$ cat config.mk
export PLATFORM = sky130hd
export DESIGN_NAME = fetch_unit
export DESIGN_NICKNAME = d
export VERILOG_FILES = /design/src/rtl/fetch_pkg.sv /design/src/rtl/branch_predictor.sv /design/src/rtl/fetch_unit.sv
export SDC_FILE = /design/constraint.sdc
export NUM_CORES = 1
export LEC_CHECK = 0
export BUFFER_PORTS_ARGS = -buffer_cell sky130_fd_sc_hd__buf_2
export CORE_ASPECT_RATIO = 1.5
export CORE_MARGIN = 5
export CORE_UTILIZATION = 24
export CTS_CLUSTER_SIZE = 12
export DETAILED_ROUTE_END_ITERATION = 10
export GPL_TIMING_DRIVEN = 0
export PLACE_DENSITY_LB_ADDON = 0.08
export SLEW_MARGIN = 20
export SYNTH_ARGS = -nofsm -noshare
export SYNTH_HDL_FRONTEND = slang
export SYNTH_SLANG_ARGS = --single-unit
$ cat constraint.sdc
create_clock -name clk -period 1.1 [get_ports clk]
set_input_delay 0.22 -clock clk [delete_from_list [all_inputs] [get_ports clk]]
set_output_delay 0.22 -clock clk [all_outputs]
set_load 0.005 [all_outputs]
$ cat src/rtl/fetch_pkg.sv
// rtl/fetch_pkg.sv - shared counter encodings, BTB entry type and NOP constant for the fetch stage
package fetch_pkg;

  // 2-bit saturating branch-history counter states
  typedef logic [1:0] bht_ctr_t;
  localparam bht_ctr_t SNT = 2'b00;
  localparam bht_ctr_t WNT = 2'b01;
  localparam bht_ctr_t WT  = 2'b10;
  localparam bht_ctr_t ST  = 2'b11;

  // Tag and target fields are sized for the widest supported PC; narrower PCs are zero-extended
  localparam int BTB_FIELD_W = 16;

  typedef struct packed {
    logic                   valid;
    logic [BTB_FIELD_W-1:0] tag;
    logic [BTB_FIELD_W-1:0] target;
  } btb_entry_t;

  localparam logic [31:0] NOP_INST = 32'h0000_0013;

endpackage

$ cat src/rtl/branch_predictor.sv
// rtl/branch_predictor.sv - BHT + BTB direction/target predictor, built only under FETCH_BP_EN
`ifdef FETCH_BP_EN
module branch_predictor
  import fetch_pkg::*;
#(
  parameter int PC_BITS      = 5,
  parameter int BHT_IDX_BITS = 3
) (
  input  logic               clk,
  input  logic               rst,
  input  logic [PC_BITS-1:0] i_lookup_pc,
  output logic               o_pred_taken,
  output logic [PC_BITS-1:0] o_pred_target,
  input  logic               i_upd_valid,
  input  logic [PC_BITS-1:0] i_upd_pc,
  input  logic               i_upd_taken,
  input  logic [PC_BITS-1:0] i_upd_target
);

  localparam int ENTRIES  = 1 << BHT_IDX_BITS;
  localparam int TAG_BITS = PC_BITS - BHT_IDX_BITS;

  bht_ctr_t   r_bht [ENTRIES];
  btb_entry_t r_btb [ENTRIES];

  logic [BHT_IDX_BITS-1:0] w_lk_idx;
  logic [TAG_BITS-1:0]     w_lk_tag;
  logic [BHT_IDX_BITS-1:0] w_up_idx;
  logic [TAG_BITS-1:0]     w_up_tag;
  bht_ctr_t                w_lk_ctr;
  btb_entry_t              w_lk_entry;
  bht_ctr_t                w_up_cur;
  bht_ctr_t                w_up_ctr;

  assign w_lk_idx   = i_lookup_pc[BHT_IDX_BITS-1:0];
  assign w_lk_tag   = i_lookup_pc[PC_BITS-1:BHT_IDX_BITS];
  assign w_up_idx   = i_upd_pc[BHT_IDX_BITS-1:0];
  assign w_up_tag   = i_upd_pc[PC_BITS-1:BHT_IDX_BITS];
  assign w_lk_ctr   = r_bht[w_lk_idx];
  assign w_lk_entry = r_btb[w_lk_idx];
  assign w_up_cur   = r_bht[w_up_idx];

  // Lookup reads registered state only, so a same-cycle update is seen one cycle later
  assign o_pred_taken  = ((w_lk_ctr == WT) || (w_lk_ctr == ST)) && w_lk_entry.valid &&
                         (w_lk_entry.tag == BTB_FIELD_W'(w_lk_tag));
  assign o_pred_target = PC_BITS'(w_lk_entry.target);

  // Saturating increment on taken, saturating decrement on not-taken
  always_comb begin
    w_up_ctr = w_up_cur;
    if (i_upd_taken) begin
      if (w_up_cur != ST) w_up_ctr = w_up_cur + 2'd1;
    end else begin
      if (w_up_cur != SNT) w_up_ctr = w_up_cur - 2'd1;
    end
  end

  // Counter table: reset to weakly not-taken, train on every resolved branch
  always_ff @(posedge clk or posedge rst) begin
    if (rst) begin
      r_bht <= '{default: WNT};
    end else if (i_upd_valid) begin
      r_bht[w_up_idx] <= w_up_ctr;
    end
  end

  // Target buffer: only taken branches allocate; not-taken leaves the entry alone
  always_ff @(posedge clk or posedge rst) begin
    if (rst) begin
      r_btb <= '{default: btb_entry_t'('0)};
    end else if (i_upd_valid && i_upd_taken) begin
      r_btb[w_up_idx] <= '{valid: 1'b1,
                           tag: BTB_FIELD_W'(w_up_tag),
                           target: BTB_FIELD_W'(i_upd_target)};
    end
  end

endmodule
`endif

$ cat src/rtl/fetch_unit.sv
// rtl/fetch_unit.sv - PC register and next-PC select; predictor included when FETCH_BP_EN is defined
module fetch_unit
  import fetch_pkg::*;
#(
  parameter int XLEN         = 32,
  parameter int PC_BITS      = 5,
  parameter int BHT_IDX_BITS = 3,
  parameter int RESET_PC     = 0
) (
  input  logic               clk,
  input  logic               rst,
  input  logic               stall_F,
  input  logic               EX_taken,
  input  logic [PC_BITS-1:0] EX_target,
  input  logic               EX_br_valid,
  input  logic [PC_BITS-1:0] EX_br_pc,
  input  logic               EX_br_outcome,
  input  logic [PC_BITS-1:0] EX_br_target,
  output logic [PC_BITS-1:0] imem_addr,
  input  logic [XLEN-1:0]    imem_rdata,
  output logic [PC_BITS-1:0] F_pc,
  output logic [XLEN-1:0]    F_inst,
  output logic               F_BP_taken
);

  logic [PC_BITS-1:0] r_pc;
  logic [PC_BITS-1:0] w_pc_plus1;
  logic [PC_BITS-1:0] w_next_pc;
  logic               w_bp_taken;
  logic [PC_BITS-1:0] w_bp_target;

  assign w_pc_plus1 = r_pc + PC_BITS'(1);

`ifdef FETCH_BP_EN
  branch_predictor #(
    .PC_BITS      (PC_BITS),
    .BHT_IDX_BITS (BHT_IDX_BITS)
  ) u_bp (
    .clk           (clk),
    .rst           (rst),
    .i_lookup_pc   (r_pc),
    .o_pred_taken  (w_bp_taken),
    .o_pred_target (w_bp_target),
    .i_upd_valid   (EX_br_valid),
    .i_upd_pc      (EX_br_pc),
    .i_upd_taken   (EX_br_outcome),
    .i_upd_target  (EX_br_target)
  );
`else
  logic w_unused_br;
  assign w_bp_taken  = 1'b0;
  assign w_bp_target = w_pc_plus1;
  assign w_unused_br = ^{EX_br_valid, EX_br_pc, EX_br_outcome, EX_br_target, BHT_IDX_BITS};
`endif

  // Next PC: redirect beats stall, stall beats prediction, otherwise sequential with wrap
  always_comb begin
    w_next_pc = w_pc_plus1;
    if (EX_taken)        w_next_pc = EX_target;
    else if (stall_F)    w_next_pc = r_pc;
    else if (w_bp_taken) w_next_pc = w_bp_target;
  end

  // PC register, forced to the reset vector asynchronously
  always_ff @(posedge clk or posedge rst) begin
    if (rst) r_pc <= PC_BITS'(RESET_PC);
    else     r_pc <= w_next_pc;
  end

  assign F_pc       = r_pc;
  assign imem_addr  = r_pc;
  assign F_inst     = imem_rdata;
  assign F_BP_taken = w_bp_taken;

endmodule

==> results.py <==
metrics = {
    "power": {
        "swShare_pct": 27.8,
        "p_leak_nw": 0.530,
        "power_density_nw_per_um2": 902,
        "clkPwrFrac_pct": 27.8,
        "p_sw_w": 0.000224,
        "p_seq_share_pct": 29.1,
        "internal_power_w": 0.000584,
        "peakVddDrop_mv": 0.349,
        "combPwrFrac_pct": 43.1,
    },
    "setup_path": {
        "reg2reg_from": "F_pc[0]",
        "cp-start-kind": "flip-flop",
        "worst_ep_arrival_time_ns": 0.94,
        "crit_fanout": 5,
        "worstSetupEndpointType": "output pin",
        "worstPathRequired_ns": 0.88,
        "criticalPathCategory": "reg -> out",
        "setup.worst_path.start": "F_pc[2]",
    },
    "clock_tree": {
        "clock_latency_ns": 0.25,
        "path_clk_slew_ns": 0.05,
        "cts-root-buf": "clkbuf_4",
        "cts_made_buffers": 3,
        "cts-htree-levels": 1,
        "clockBufferDepth": 2,
        "clock_sinks": 5,
        "cts_tree": "yes",
    },
    "floorplan": {
        "fp.dieH_um": 68.7,
        "io_pins": 96,
        "core_sq_um": 2210,
        "die_area_sq_um": 3380,
        "fp-row-count": 21,
        "start_util_pct": 25.0,
        "dieWidth_um": 49.2,
    },
    "synthesis": {
        "seq_area_frac_synth_pct": 22.7,
        "synth_cell_type_count": 14,
        "syn_area_sq_um": 552,
        "postSynthAreaPerCell_sq_um": 8.62,
        "ys_warn_count": 0,
        "synthCells": 64,
        "syn_nets": 118,
        "ys_ff_latch": 5,
    },
    "placed_design": {
        "portBuffers": 49,
        "placed_area_sq_um": 828,
        "post-place-ws_ns": -0.0552,
        "dpl.hpwl_um": 1230,
        "placed_cells": 136,
        "gp_congestion": 0.624,
    },
    "detailed_routing": {
        "route.detailed.drc": 0,
        "post_drt_wl_per_cell_um": 9.84,
        "drtIter0Drc": 8,
        "via_per_inst": 3.85,
        "drtAntennaViolNets": 0,
        "wl_um": 1400,
        "dr.pass1.iters": 2,
        "detailroute.via_count": 546,
    },
    "layout": {
        "nNetsFinal": 174,
        "largest_reg_flops": 5,
        "n_antenna_cell": 0,
        "fin_util_pct": 40.6,
        "area_delta_synth_final_pct": 62.6,
        "drive_gt1_share_pct": 80.7,
        "stdcell_area_sq_um": 897,
        "stdcell_count": 142,
    },
    "global_routing": {
        "overflow": 0,
        "antenna_found_initial": 0,
        "grt_pass1_wl_um": 1930,
        "grt_usage_pct": 7.15,
        "grt_pass1_vias": 506,
        "grt_max_degree": 10,
    },
    "timing": {
        "hold_viol_final": 0,
        "max_freq_mhz": 861,
        "setup_ws_ns": -0.0617,
        "drv_slew": 0,
        "rsz0062_at_grt": "true",
        "finalCriticalPeriod_ns": 1.16,
        "hold_ws_ns": 0.183,
        "fin_skew_ns": 0.00154,
        "setup_viol": 5,
        "period_share_pct": 106,
    },
    "flow_run": {
        "max-cap-violations": 0,
    },
    "run_status": {
        "violations": "setup timing",
        "status": "finished, violations left",
    },
    "hold_path": {
        "worstHoldStart": "EX_target[4]",
        "holdCritPathClass": "in -> reg",
    },
}
## synthesized netlist by cell type
library cell,n,share of area (%)
nand4b_1,2,3.2
conb_1,1,0.68
and2b_2,1,1.6
clkbuf_1,1,0.68
dfrtp_1,5,23
buf_4,38,52
xnor2_1,2,3.2
nand2_1,4,2.7
mux2i_1,1,1.8
inv_1,1,0.68
xor2_1,2,3.2
mux2_2,1,2.0
ha_1,1,2.3
o21ai_0,4,3.6
## cells by family (layout without fill, tap and decap cells)
logic type | Yosys count | count (layout) | share of synthesized area [%]
buffers and inverters | 40 | 95 | 53.1
and+or+nand+nor | 7 | 7 | 7.48
DFF | 5 | 5 | 22.7
AOI/OAI and AO/OA | 4 | 4 | 3.63
xor gates and xnor gates | 4 | 4 | 6.35
muxes | 2 | 2 | 3.85
adders and majority gates | 1 | 1 | 2.27
other | 1 | 1 | 0.680
## layout by cell type, fill, tap and decap left out, types with 2 or more instances in the layout
cell / instances
o21ai_0: 3
dfrtp_1: 4
clkbuf_1: 2
buf_2: 47
xor2_1: 2
buf_6: 3
nand4b_1: 2
clkbuf_4: 3
buf_4: 38
nand2_1: 4
## metal layers
| layer | vias up | GRT usage [%] | routed length, um |
|---|---|---|---|
| met4 | 0 | 5.05 | 18 |
| met1 | 223 | 8.06 | 452 |
| met3 | 2 | 3.23 | 256 |
| met5 | - | 0 | 0 |
| li1 | 270 | - | - |
| met2 | 51 | 10.6 | 669 |
## worst max-delay path, stage by stage (launching register included)
cell     delay [ns]
dfrtp_1        0.43
buf_4          0.15
buf_2          0.11
## metrics by stage
stage | total power, W | TNS, ns
CTS | 0.000804 | -0.205
global placement | 0.000558 | -0.0935
floorplan | 0.000427 | 0
global route | 0.000859 | -0.426
finish | 0.000809 | -0.185
detailed placement | 0.000558 | -0.0798
## cell type report
type | instances | area [sq um]
Buffer | 37 | 278
Clock buffer | 4 | 26.3
Fill cell | 238 | 1310
Inverter | 1 | 3.75
Multi-Input combinational cell | 19 | 144
Sequential cell | 5 | 126
Tap cell | 23 | 28.8
Timing Repair Buffer | 53 | 290
## worst paths after layout
check | end | slack [ns] | depth (start not counted)
worst max-delay path | imem_addr[2] | -0.06 | 2
worst min-delay path | F_pc[4] | 0.18 | 3
worst max register to register | F_pc[2] | -0.05 | 4
worst min register to register | F_pc[2] | 0.65 | 2
max in group asynchronous | F_pc[0] | 0.51 | 3
min in group asynchronous | F_pc[4] | 0.41 | 3
## power groups by stage
stage / sequential (W) / clock, W / combinational [W]
after global routing: 0.000241 / 0.000233 / 0.000385
final: 0.000235 / 0.000225 / 0.000348
after floorplan: 0.000239 / 0 / 0.000188
after CTS: 0.000234 / 0.000218 / 0.000351
after detailed placement: 0.000240 / 0 / 0.000318
after global placement: 0.000239 / 0 / 0.000319
## timing repair
| item | 4_1_cts | 5_1_grt |
|---|---|---|
| pin swaps | 0 | 1 |
| hold buffers | 1 | 0 |
| hold endpoints to repair | 5 | 0 |
| gates resized for setup | 3 | 3 |
| endpoints found under the setup margin | 7 | 7 |
| buffers inserted | 3 | 0 |
(Power assumes the default switching activity.)
